--- config.mk ---
export PLATFORM = sky130hd
export DESIGN_NAME = mbist_controller
export DESIGN_NICKNAME = d
export VERILOG_FILES = /design/src/rtl/mbist_pkg.sv /design/src/rtl/mbist_controller.sv
export SDC_FILE = /design/constraint.sdc
export NUM_CORES = 1
export LEC_CHECK = 0
export CORE_ASPECT_RATIO = 1.75
export CORE_MARGIN = 3
export CORE_UTILIZATION = 40
export CTS_CLUSTER_SIZE = 28
export DETAILED_ROUTE_END_ITERATION = 6
export SLEW_MARGIN = 20
export SYNTH_ARGS = -nofsm -noshare
export SYNTH_HDL_FRONTEND = slang
export SYNTH_SLANG_ARGS = --single-unit
--- constraint.sdc ---
create_clock -name clk -period 1.5 [get_ports clk]
set_input_delay 0.3 -clock clk [delete_from_list [all_inputs] [get_ports clk]]
set_output_delay 0.3 -clock clk [all_outputs]
set_load 0.05 [all_outputs]
--- src/rtl/mbist_pkg.sv ---
// Shared MBIST definitions: controller state encoding and march pattern count.
// Imported by the controller and by the downstream pattern decoder.
package mbist_pkg;

    typedef enum logic [2:0] {
        ST_IDLE  = 3'd0,
        ST_WRITE = 3'd1,
        ST_READ  = 3'd2,
        ST_FLUSH = 3'd3,
        ST_DONE  = 3'd4
    } mbist_state_t;

    localparam int          NUM_PATTERNS = 6;
    localparam logic [2:0]  LAST_Q       = 3'(NUM_PATTERNS - 1);

endpackage

--- src/rtl/mbist_controller.sv ---
// MBIST sequencer: per pattern, write all addresses, read all back, flush the last compare.
// Every output is a register; start is only sampled in IDLE/DONE, so it is ignored while busy.
module mbist_controller
    import mbist_pkg::*;
#(
    parameter int ADDR_W = 4
) (
    input  logic              clk,
    input  logic              rst,
    input  logic              start,
    input  logic              mismatch,
    output logic [2:0]        q,
    output logic [ADDR_W-1:0] addr,
    output logic              we,
    output logic              re,
    output logic              cmp_en,
    output logic              busy,
    output logic              done,
    output logic              fail,
    output logic [ADDR_W-1:0] fail_addr,
    output logic [2:0]        fail_q
);

    mbist_state_t      r_state, w_state_nxt;
    logic [2:0]        r_q, w_q_nxt;
    logic [ADDR_W-1:0] r_addr, w_addr_nxt;
    logic              r_we, w_we_nxt;
    logic              r_re, w_re_nxt;
    logic              r_cmp_en;
    logic [ADDR_W-1:0] r_cmp_addr;
    logic              r_busy, w_busy_nxt;
    logic              r_done, w_done_nxt;
    logic              r_fail, w_fail_nxt;
    logic [ADDR_W-1:0] r_fail_addr, w_fail_addr_nxt;
    logic [2:0]        r_fail_q, w_fail_q_nxt;
    logic              w_addr_last;

    assign w_addr_last = &r_addr;

    always_comb begin
        w_state_nxt     = r_state;
        w_q_nxt         = r_q;
        w_addr_nxt      = r_addr;
        w_we_nxt        = 1'b0;
        w_re_nxt        = 1'b0;
        w_busy_nxt      = 1'b0;
        w_done_nxt      = 1'b0;
        w_fail_nxt      = r_fail;
        w_fail_addr_nxt = r_fail_addr;
        w_fail_q_nxt    = r_fail_q;

        // r_q still names the pattern under compare, including the FLUSH cycle
        if (r_cmp_en && mismatch && !r_fail) begin
            w_fail_nxt      = 1'b1;
            w_fail_addr_nxt = r_cmp_addr;
            w_fail_q_nxt    = r_q;
        end

        unique case (r_state)
            ST_IDLE: begin
                if (start) begin
                    w_state_nxt     = ST_WRITE;
                    w_q_nxt         = 3'd0;
                    w_addr_nxt      = '0;
                    w_we_nxt        = 1'b1;
                    w_busy_nxt      = 1'b1;
                    w_fail_nxt      = 1'b0;
                    w_fail_addr_nxt = '0;
                    w_fail_q_nxt    = 3'd0;
                end
            end
            ST_WRITE: begin
                w_busy_nxt = 1'b1;
                if (w_addr_last) begin
                    w_state_nxt = ST_READ;
                    w_addr_nxt  = '0;
                    w_re_nxt    = 1'b1;
                end else begin
                    w_addr_nxt  = r_addr + ADDR_W'(1);
                    w_we_nxt    = 1'b1;
                end
            end
            ST_READ: begin
                w_busy_nxt = 1'b1;
                if (w_addr_last) begin
                    w_state_nxt = ST_FLUSH;
                end else begin
                    w_addr_nxt  = r_addr + ADDR_W'(1);
                    w_re_nxt    = 1'b1;
                end
            end
            ST_FLUSH: begin
                if (r_q == LAST_Q) begin
                    w_state_nxt = ST_DONE;
                    w_done_nxt  = 1'b1;
                end else begin
                    w_state_nxt = ST_WRITE;
                    w_q_nxt     = r_q + 3'd1;
                    w_addr_nxt  = '0;
                    w_we_nxt    = 1'b1;
                    w_busy_nxt  = 1'b1;
                end
            end
            ST_DONE: begin
                if (start) begin
                    w_done_nxt  = 1'b1;
                end else begin
                    w_state_nxt = ST_IDLE;
                end
            end
            default: begin
                w_state_nxt = ST_IDLE;
            end
        endcase
    end

    always_ff @(posedge clk or posedge rst) begin
        if (rst) begin
            r_state     <= ST_IDLE;
            r_q         <= 3'd0;
            r_addr      <= '0;
            r_we        <= 1'b0;
            r_re        <= 1'b0;
            r_cmp_en    <= 1'b0;
            r_cmp_addr  <= '0;
            r_busy      <= 1'b0;
            r_done      <= 1'b0;
            r_fail      <= 1'b0;
            r_fail_addr <= '0;
            r_fail_q    <= 3'd0;
        end else begin
            r_state     <= w_state_nxt;
            r_q         <= w_q_nxt;
            r_addr      <= w_addr_nxt;
            r_we        <= w_we_nxt;
            r_re        <= w_re_nxt;
            r_cmp_en    <= r_re;
            r_cmp_addr  <= r_addr;
            r_busy      <= w_busy_nxt;
            r_done      <= w_done_nxt;
            r_fail      <= w_fail_nxt;
            r_fail_addr <= w_fail_addr_nxt;
            r_fail_q    <= w_fail_q_nxt;
        end
    end

    assign q         = r_q;
    assign addr      = r_addr;
    assign we        = r_we;
    assign re        = r_re;
    assign cmp_en    = r_cmp_en;
    assign busy      = r_busy;
    assign done      = r_done;
    assign fail      = r_fail;
    assign fail_addr = r_fail_addr;
    assign fail_q    = r_fail_q;

endmodule

# Word level (Yosys, flattened, before mapping)
# Cells that the tools add are included.
[totals] inputBits=4 register_bits=27
[op_classes] muxes=32 addsub=2 reduce_logical=11 n_eq_ne=11
[op_table] op="3-bit two-way mux" n=10
[op_table] op="4-bit two-way mux" n=7
[op_table] op="4-bit one-hot mux with 4 select lines" n=1
[op_table] op="3-bit one-hot mux with 5 select lines" n=1
[op_table] op="2-bit inequality test (second input constant)" n=6
[op_table] op="4-bit AND reduction" n=3
[op_table] op="1-bit two-way mux" n=8
[op_table] op="3-bit by 2-bit equality test with 1-bit output (second input constant)" n=2
[op_table] op="3-bit equality test (second input constant)" n=2
[op_table] op="1-bit one-hot mux with 3 select lines" n=2
[op_table] op="3-bit one-hot mux with 2 select lines" n=1
[op_table] op="4-bit by 1-bit adder with 4-bit output (second input constant)" n=1
[op_table] op="1-bit one-hot mux with 2 select lines" n=2
[op_table] op="4-bit nonzero test" n=1
[op_table] op="3-bit by 1-bit adder with 3-bit output (second input constant)" n=1
[op_table] op="3-bit by 1-bit equality test with 1-bit output (second input constant)" n=1
[op_table] op="3-bit zero test" n=1
[op_table] op="3-bit AND reduction" n=1
[op_table] op="1-bit logical AND" n=2
[op_table] op="2-bit nonzero test" n=1
[op_table] op="2-bit OR reduction" n=1
[op_table] op="1-bit zero test" n=1

# Longest topological paths before layout
[depth] word_depth=5 depth_mapped=6

# Worst setup path after synthesis
# OpenSTA, ideal clock, no wires.
[synth_path] path_kind="register to register" startpoint="register r_addr[0] (netlist: addr[0])" endpoint="register r_state[1]" setup_ns=0.077 arrival_ns=1.634 setup_slack_ns=-0.212 path_buffers=0 path_stages_with_launch=5 path_cell_list="dfrtp_1 ha_1 nand3_2 or3b_1 a21oi_1"
[synth_via] elab_chain_cells=3 word_cells_on_any_way=4 cone_classes="eq/ne (2); reduce/logical (2)"
[synth_lines] item="start, declared" line="mbist_controller.sv:26" rtl="logic [ADDR_W-1:0] r_addr, w_addr_nxt;"
[synth_lines] item="start signal, assigned" line="mbist_controller.sv:134" rtl="r_addr <= w_addr_nxt;"
[synth_lines] item="4-bit AND reduction *" line="mbist_controller.sv:38" rtl="assign w_addr_last = &r_addr;"
[synth_lines] item="2-bit inequality test (no line)"
[synth_lines] item="4-bit AND reduction (no line) *"
[synth_lines] item="end signal, assigned" line="mbist_controller.sv:132" rtl="r_state <= w_state_nxt;"
[synth_lines] item="end, declared" line="mbist_controller.sv:24" rtl="mbist_state_t r_state, w_state_nxt;"
# Mark *: on every way between the ends. The rest lies on a longest branch, timed or not.
# A chain may end at the register's enable or synchronous reset.

# Worst setup path in the final report
[layout_path] startpoint="register r_addr[1] (netlist: addr[1])" endpoint="register r_state[1]"
# The elaborated chain is that of the path after synthesis.

==> flow_metrics.env <==
export IMPL_setup_slack_ps=94.31
export IMPL_reg2reg_slack_ps=90
export IMPL_syn_avg_cell_area_sq_um=11.16
export IMPL_ir_drop_mv=1.009
export IMPL_ys_seq_elements=27
export IMPL_p_leak_nw=0.8234
export IMPL_n_antenna_cell=0
export IMPL_cts_made_buffers=3
export IMPL_drt_wl_total_microns=2273
export IMPL_ant_nets=0
export IMPL_final_max_slew_violation_count=0
export IMPL_synth_compound_area_share_pct=10.90
export IMPL_ys_seq_area_share_pct=56.60
export IMPL_clock_path_buffers=2
export IMPL_io_buffer_count=23
export IMPL_dieWidth_microns=47.30
export IMPL_worstPathArrival_ps=1600
export IMPL_ys_async_sr_fraction_pct=100.0
export IMPL_ys_top_cells_by_area="dfrtp_1 57%, mux2i_1 5.0%, nor2_1 4.1%"
export IMPL_ys_warn_count=0
export IMPL_r2r_start="addr[1]"
export IMPL_grt_total_usage_pct=14.31
export IMPL_synth_simple_area_share_pct=19.08
export IMPL_cap_viol_max_count=0
export IMPL_worstPathMaxFanout=7
export IMPL_start_util_pct=42.88
export IMPL_instances_no_fill=163
export IMPL_grt_first_pass_wirelength_microns=3870
export IMPL_synth_common_cells="27 x dfrtp_1, 13 x nor2_1, 8 x nand2_1, 7 x a21oi_1, 6 x mux2i_1"
export IMPL_synth_largest_area_cell="dfrtp_1"
export IMPL_area_growth_syn_to_layout_pct=48.01
export IMPL_dp_slack_ps=-102.7
export IMPL_holdCritPathClass="input pin to async pin"
export IMPL_synthXorXnorAreaFrac_pct=1.468
export IMPL_grt_busiest_layer="met2"
export IMPL_final_util_pct=63.46
export IMPL_fmax_mhz=711.4
export IMPL_ys_flop_type="dfrtp_1"
export IMPL_synth_top_family_by_area="simple AND/OR/NAND/NOR gates"
export IMPL_drc=0
export IMPL_hpwl_microns=1761
export IMPL_drive_above_1_share_pct=33.09
export IMPL_multi_input_area_sq_um=509.2
export IMPL_hold_violations=0
export IMPL_syn_cell_area_sq_mm=0.001194
export IMPL_period_needed_ps=1406
export IMPL_clock_sinks=27
export IMPL_finalPower_mw=3.279
export IMPL_grt_max_degree=28
export IMPL_cp_data_required_time_ps=1690
export IMPL_placed_area_sq_mm=0.001694
export IMPL_setup_tns_ps=0
export IMPL_clk_pin_slew_ps=90
export IMPL_htreeDepth=1
export IMPL_layout_area_seq_sq_um=683.2
export IMPL_synthAdderAreaFrac_pct=3.145
export IMPL_core_rowCount=25
export IMPL_grt_ovfl_total=0
export IMPL_drt_iter0_markers=32
export IMPL_syn_inst=107
export IMPL_setup_viol=0
export IMPL_cts_root_buffer="clkbuf_8"
export IMPL_relSlewSlack_pct=78.08
export IMPL_synth_net_count=114
export IMPL_p_per_area_mw_per_mm2=1856
export IMPL_status="complete, no violations"
export IMPL_synth_most_common_cell="dfrtp_1"
export IMPL_gr_usage_met1_pct=13.92
export IMPL_coreArea_sq_mm=0.002784
export IMPL_post_route_cell_area_sq_mm=0.001767
export IMPL_cts_tree="built"
export IMPL_start_kind="register"
export IMPL_min_period_over_period_pct=93.71
export IMPL_muxShareOfSynthArea_pct=5.031
export IMPL_place_inst=159
export IMPL_dieArea_sq_mm=0.003702
export IMPL_drt_vias_per_instance=5.270
export IMPL_fillers=220
export IMPL_critPathCaptureType="register"
export IMPL_finalWeightedCongestion=0.6865
export IMPL_grt_pass1_vias=921
export IMPL_reg2regPathDepth=4
export IMPL_synth_top_area_share_pct=56.60
export IMPL_io_pins=24
export IMPL_worstSetupPathType="register to register"
export IMPL_use_met3_pct=2.064
export IMPL_whs_ps=387.7
export IMPL_chipHeight_microns=78.27
export IMPL_fin_nets=144
export IMPL_yosysUniqueCellTypes=32
export IMPL_clock_latency_ps=260
export IMPL_dr_pass1_iters=4
export IMPL_via_count=859
export IMPL_wl_per_cell_microns=13.94
export IMPL_fin_skew_ps=3.042
export IMPL_worstMarginPinSlew_ps=328.8
export IMPL_grt_met2_usage_pct=27.42
export IMPL_timing_rr_end="r_state[1]"
export IMPL_synth_edf_count=0
export IMPL_antenna_found_initial=0
## cells in the final DEF, fill, tap and decap left out, drive strengths merged
cell,synthesis,final
or2b,1,1
ha,3,3
a32o,1,1
a32oi,1,1
nand2b,3,3
xor2,1,1
and2b,2,2
nand3b,3,3
xnor2,1,1
clkinv,0,1
a21oi,7,7
nor3,1,1
a211oi,1,1
o22ai,2,2
a211o,1,1
o211ai,1,1
nor4b,1,1
nor2,13,13
clkbuf,0,3
nand3,4,4
dfrtp,27,27
or3b,1,1
nand4,2,2
inv,3,3
a21o,1,1
nand2,8,8
or2,1,1
clkdlybuf4s50,0,3
nor3b,1,1
o21ai,5,5
mux2i,6,6
buf,5,27
## layer usage
metal,wire (microns),part of all wire [%],vias to the layer above
met5,0,0,-
met4,23,1.0,0
met3,43,1.9,2
met2,1349,59,12
met1,857,38,418
li1,-,-,427
## critical path: stages, from the launching register on
cell and delay [ps]:
dfrtp_2 440, ha_4 170, nand3_2 150, or3b_4 420, a21oi_1 150
## layout make-up
| cell class | count | area share, % |
|---|---|---|
| clock inverters | 1 | 0.2833 |
| multi-input cells | 72 | 28.82 |
| well taps | 27 | 1.912 |
| flip-flops and latches | 27 | 38.67 |
| clock buffers | 3 | 2.337 |
| inverters | 3 | 0.6374 |
| repair buffers | 30 | 27.34 |
## worst max-delay path by stage
stage / start / end / slack, ps / depth (start not counted)
after detailed placement: start / addr[2] / -100 / 5
after global placement: start / addr[2] / -70 / 5
after CTS: r_state[1] / addr[2] / 30 / 4
after floorplan: addr[3] / r_state[1] / -10 / 3
final: addr[1] / r_state[1] / 90 / 4
after global routing: q[1] / addr[2] / -2 / 6
## cells by family after synthesis
| group | Yosys count |
|---|---|
| mux | 6 |
| fa+ha+maj | 3 |
| compound gates | 20 |
| simple gates | 41 |
| flops | 27 |
| buf+inv | 8 |
| xor+xnor | 2 |
## sequential cells by signal, summed over array words and instances, names as in the netlist, 3 cells and up
register / count
addr: 4
r_cmp_addr: 4
fail_q: 3
r_state: 3
fail_addr: 4
q: 3
## where the power goes
part	switching (mW)	leakage [nW]	internal [mW]	total, mW
sequential	0.230	0.342	0.942	1.17
combinational	0.877	0.456	0.835	1.71
clock	0.211	0.0255	0.185	0.396
## what timing repair did
item                       CTS  global route
hold buffers                 0             0
setup endpoints to repair    0             5
setup buffers                0             0
resized for setup            0             6
Power figures use the tool's default switching activity.
